### src/rtl/alu_ctrl_pipe.sv
// alu_ctrl_pipe: decodes ALUOp/funct3/funct7/op into an ALU control code,
// holds the EX-stage control register and sequences multi-cycle MD ops.
// Ports: clk, rst (async, active-high); id_valid, alu_op, funct3, funct7,
//   op from decode; stall_in, flush from hazard/branch logic; ex_alu_ctrl,
//   ex_valid, ex_is_md, ex_illegal to execute; md_start, md_busy, stall_out
//   to the MD datapath and hazard unit.
// Build option: define ALU_CTRL_RV32M_EN to include the RV32M decode and
//   the multiply/divide sequencer; otherwise MUL/DIV decode as illegal.
module alu_ctrl_pipe #(
   parameter int CTRL_W     = 5,
   parameter int MUL_CYCLES = 4,
   parameter int DIV_CYCLES = 32
) (
   input  logic              clk,
   input  logic              rst,
   input  logic              id_valid,
   input  logic [1:0]        alu_op,
   input  logic [2:0]        funct3,
   input  logic [6:0]        funct7,
   input  logic [6:0]        op,
   input  logic              stall_in,
   input  logic              flush,
   output logic [CTRL_W-1:0] ex_alu_ctrl,
   output logic              ex_valid,
   output logic              ex_is_md,
   output logic              ex_illegal,
   output logic              md_start,
   output logic              md_busy,
   output logic              stall_out
);

   localparam logic [4:0] C_ADD  = 5'b00000;
   localparam logic [4:0] C_SUB  = 5'b00001;
   localparam logic [4:0] C_AND  = 5'b00010;
   localparam logic [4:0] C_OR   = 5'b00011;
   localparam logic [4:0] C_XOR  = 5'b00100;
   localparam logic [4:0] C_SLT  = 5'b00101;
   localparam logic [4:0] C_SLTU = 5'b00110;
   localparam logic [4:0] C_SLL  = 5'b00111;
   localparam logic [4:0] C_SRL  = 5'b01000;
   localparam logic [4:0] C_SRA  = 5'b01001;

   logic [4:0] dec_code;
   logic       dec_ill;
   logic       dec_md;
   logic       hold;
   logic       load;

   logic unused_ok;
   assign unused_ok = &{1'b0, op[6], op[4:0]};

   always_comb begin
      dec_code = C_ADD;
      dec_ill  = 1'b0;
      dec_md   = 1'b0;
      unique case (alu_op)
         2'b00: dec_code = C_ADD;
         2'b01: dec_code = C_SUB;
         2'b11: dec_ill  = 1'b1;
         default: begin
            unique case (funct3)
               3'b000: dec_code = (op[5] & funct7[5]) ? C_SUB : C_ADD;
               3'b001: dec_code = C_SLL;
               3'b010: dec_code = C_SLT;
               3'b011: dec_code = C_SLTU;
               3'b100: dec_code = C_XOR;
               3'b101: dec_code = funct7[5] ? C_SRA : C_SRL;
               3'b110: dec_code = C_OR;
               default: dec_code = C_AND;
            endcase
            // R-type only: funct7 must be one of the three legal encodings
            if (op[5]) begin
               if (funct7 == 7'b0000001) begin
`ifdef ALU_CTRL_RV32M_EN
                  dec_md   = 1'b1;
                  dec_code = {2'b10, funct3};
`else
                  dec_ill  = 1'b1;
`endif
               end else if (funct7 == 7'b0100000) begin
                  if (funct3 != 3'b000 && funct3 != 3'b101)
                     dec_ill = 1'b1;
               end else if (funct7 != 7'b0000000) begin
                  dec_ill = 1'b1;
               end
            end
            if (dec_ill)
               dec_code = C_ADD;
         end
      endcase
   end

   assign hold = stall_in | stall_out;
   assign load = ~flush & ~hold;

   always_ff @(posedge clk or posedge rst) begin
      if (rst) begin
         ex_alu_ctrl <= '0;
         ex_valid    <= 1'b0;
         ex_is_md    <= 1'b0;
         ex_illegal  <= 1'b0;
      end else if (flush) begin
         ex_valid    <= 1'b0;
         ex_is_md    <= 1'b0;
         ex_illegal  <= 1'b0;
      end else if (!hold) begin
         ex_alu_ctrl <= CTRL_W'(dec_code);
         ex_valid    <= id_valid;
         ex_is_md    <= id_valid & dec_md;
         ex_illegal  <= id_valid & dec_ill;
      end
   end

`ifdef ALU_CTRL_RV32M_EN
   localparam int MAXL = (DIV_CYCLES > MUL_CYCLES) ? DIV_CYCLES : MUL_CYCLES;
   localparam int CW   = (MAXL > 1) ? $clog2(MAXL) : 1;
   localparam logic [CW-1:0] MUL_L = CW'(MUL_CYCLES - 1);
   localparam logic [CW-1:0] DIV_L = CW'(DIV_CYCLES - 1);

   typedef enum logic {IDLE = 1'b0, RUN = 1'b1} state_t;

   state_t        state;
   logic [CW-1:0] cnt;
   logic          md_load;

   assign md_load   = load & id_valid & dec_md;
   assign md_busy   = (state == RUN);
   // cnt counts the cycles still to go before the op may leave EX
   assign stall_out = (state == RUN) && (cnt != '0);

   always_ff @(posedge clk or posedge rst) begin
      if (rst) begin
         state    <= IDLE;
         cnt      <= '0;
         md_start <= 1'b0;
      end else begin
         md_start <= md_load;
         if (flush) begin
            state <= IDLE;
            cnt   <= '0;
         end else if (md_load) begin
            state <= RUN;
            cnt   <= funct3[2] ? DIV_L : MUL_L;
         end else if (state == RUN) begin
            if (cnt != '0)
               cnt <= cnt - 1'b1;
            else if (!stall_in)
               state <= IDLE;
         end
      end
   end
`else
   logic unused_cfg;
   assign unused_cfg = (MUL_CYCLES > DIV_CYCLES) | dec_md;
   assign md_start   = 1'b0;
   assign md_busy    = 1'b0;
   assign stall_out  = 1'b0;
`endif

endmodule
### config.mk
export PLATFORM = sky130hd
export DESIGN_NAME = alu_ctrl_pipe
export DESIGN_NICKNAME = d
export VERILOG_FILES = /design/src/rtl/alu_ctrl_pipe.sv
export SDC_FILE = /design/constraint.sdc
export NUM_CORES = 1
export LEC_CHECK = 0
export CAP_MARGIN = 20
export CELL_PAD_IN_SITES_DETAIL_PLACEMENT = 1
export CELL_PAD_IN_SITES_GLOBAL_PLACEMENT = 1
export CORE_AREA = 2 2 39 41
export CTS_CLUSTER_DIAMETER = 100
export DETAILED_ROUTE_END_ITERATION = 10
export DIE_AREA = 0 0 41 43
export DONT_BUFFER_PORTS = 1
export MAX_ROUTING_LAYER = met4
export PLACE_DENSITY_LB_ADDON = 0.1
export SLEW_MARGIN = 5
export SYNTH_ARGS = -nofsm -noshare
export SYNTH_HDL_FRONTEND = slang
export SYNTH_SLANG_ARGS = --single-unit
### constraint.sdc
create_clock -name clk -period 1.11 [get_ports clk]
set_input_delay 0.0555 -clock clk [delete_from_list [all_inputs] [get_ports clk]]
set_output_delay 0.0555 -clock clk [all_outputs]
set_load 0.02 [all_outputs]
==> metrics <==
run status=finished, final reports clean; PortBufs=0; # H-tree levels=1; commonest cells after routing, fill and taps aside=dfrtp_1 (6), conb_1 (5), nor2_1 (4), dlygate4sd3_1 (4); sequential-to-total area share from yosys stat=35.4%; final period utilization=86.7%; GRT overflow=0; mean routed wirelength per cell=14.5 microns; critical path endpoint category=flop; Starting Density=30.7%; Max Fanout on Critical Path=5; # rows=14; vias per cell=5.14; post-detailed-placement half-perimeter wirelength=767 microns; clock buffer count from CTS=3; GRT Total Usage=12.5%; GRT met2 Usage=19.4%; Synth warnings=0; Root Driver=clkbuf_4; Layout Skew=0 ps; vias in the first global route=334; first-pass GRT wire length=1.41 mm; Clock transition at path regs=50 ps; dpl ws=-109 ps; share of layout cells above drive strength 1=18.4%; MaxCap Viol Count=0; RSZ-0062 raised after global routing=no; Synth Cell Area=424 sq um; Avg Cell Area, Syn=9.86 sq um; maximum number of pins on one net before global-route repair=8; 1st-iter DRT viols=7; fin crit period=962 ps; Power per Cell Area=1120 mW/mm^2; Final WS setup=148 ps; Ports=35; Synth top area share=35.4%; Final nets=75; Max Clock Freq=1040 MHz; worst hold path type=input port to flop; CTS tree=yes; Seq cells post-synth=6; commonest non-fill, non-tap cell in the layout=dfrtp_1; Leak Pwr=0.208 nW; Die Y=43 microns; Reg2Reg Setup Slack=280 ps; Tot Pwr=0.000546 W; Diodes inserted=0; Final Max Slew Viols=0; clk sinks=6; arrival time worst endpoint=1130 ps; initial antenna violation count=0; Startpoint Class=input port; Clock Latency Late Sink=240 ps; die area=0.00176 sq mm; GP Congestion=0.703; synth top area cells=dfrtp_1 (35%), buf_4 (8.8%), a32o_1 (7.1%), mux2_2 (5.3%), nor4_4 (5.0%); endpoints failing hold=0; DR DRC count=0; global-route track usage on met3=8.38%; synth unique cells=22; Die Wd=41 microns; P&R area growth vs syn=15.0%; WL final=945 microns; Peak VDD IR=0.685 mV; CTS Buffer Depth=2; core area=0.00138 sq mm; DR pass1 iterations=2; WS Path Type=input port to flop; via count=334; busiest grt layer=met2; met1 usage=12.9%; Post-DRT Antenna Nets=0; final setup vio count=0; worst path required time=1280 ps; Syn Inst Count=43; dominant cell type by area after synthesis=dfrtp_1; Final Util=35.3%
## metal layers
layer / vias to the layer above / share of wire, %
met2: 15 / 51
met1: 161 / 40
met3: 0 / 8.3
li1: 158 / -
met4: 0 / 0
met5: - / 0
## registers in the layout, indices dropped and copies added (netlist names)
register and count:
ex_alu_ctrl 4, ex_valid 1, ex_illegal 1
## power breakdown
part	switching, W	total, W	leakage, nW	internal (W)
clock	0.0000730	0.000195	0.0138	0.000122
combinational	0.0000561	0.000102	0.113	0.0000460
sequential	0.0000175	0.000249	0.0813	0.000232
## what timing repair did
item,in CTS,in global routing
endpoints found under the setup margin,0,0
endpoints found under the hold margin,8,0
gates resized for setup,0,0
hold buffers,4,0
setup buffers,0,0
## worst paths after layout
| path | start | end | cells past startpoint |
|---|---|---|---|
| max in group asynchronous | rst | ex_alu_ctrl[2] | 2 |
| setup reg to reg | ex_alu_ctrl[3] | ex_alu_ctrl[3] | 1 |
| setup / recovery | funct7[2] | ex_alu_ctrl[3] | 4 |
| hold reg to reg | ex_alu_ctrl[0] | ex_alu_ctrl[0] | 3 |
| hold / removal | alu_op[1] | ex_illegal | 2 |
| min in group asynchronous | rst | ex_valid | 2 |
## kinds of logic after synthesis
family / after synthesis / share of synthesized area (%)
AND/OR/NAND/NOR: 13 / 20.4
AO/OA/AOI/OAI: 10 / 20.1
buffers and inverters: 8 / 11.5
flip-flops: 6 / 35.4
multiplexers: 3 / 7.67
XOR/XNOR: 2 / 4.13
other: 1 / 0.884
## critical path: stages
cell       delay (ps)
or4_4             520
nor4_4            150
o2bb2ai_2         180
a32o_1            210
## metrics by stage
| stage | instance area, sq um | cells | hold slack, ps | TNS [ps] |
|---|---|---|---|---|
| floorplan | 439 | 47 | -154 | -45.9 |
| global placement | 425 | 58 | -130 | -312 |
| detailed placement | 425 | 58 | -129 | -411 |
| CTS | 488 | 65 | 6.23 | 0 |
| global route | 488 | 65 | 13.7 | 0 |
| finish | 488 | 65 | 7.00 | 0 |
## layout make-up
class | instances | area, sq um
clock buffers | 3 | 22.5
fillers | 164 | 896
inverters | 2 | 7.51
multi-input cells | 33 | 240
flip-flops and latches | 6 | 150
well taps | 16 | 20.0
repair buffers | 5 | 47.5
## synthesized netlist by cell type, drive strengths merged
cell type  n
nor4       1
nand2      3
inv        2
dfrtp      6
or2        1
o2bb2ai    1
a31o       1
mux2       2
xor2       1
conb       1
a211oi     1
xnor2      1
o21ai      3
buf        6
o41ai      1
a32o       3
nand2b     1
nor2       4
nand3b     2
or4        1
mux2i      1
No activity file was read; power rests on OpenSTA's default activity.
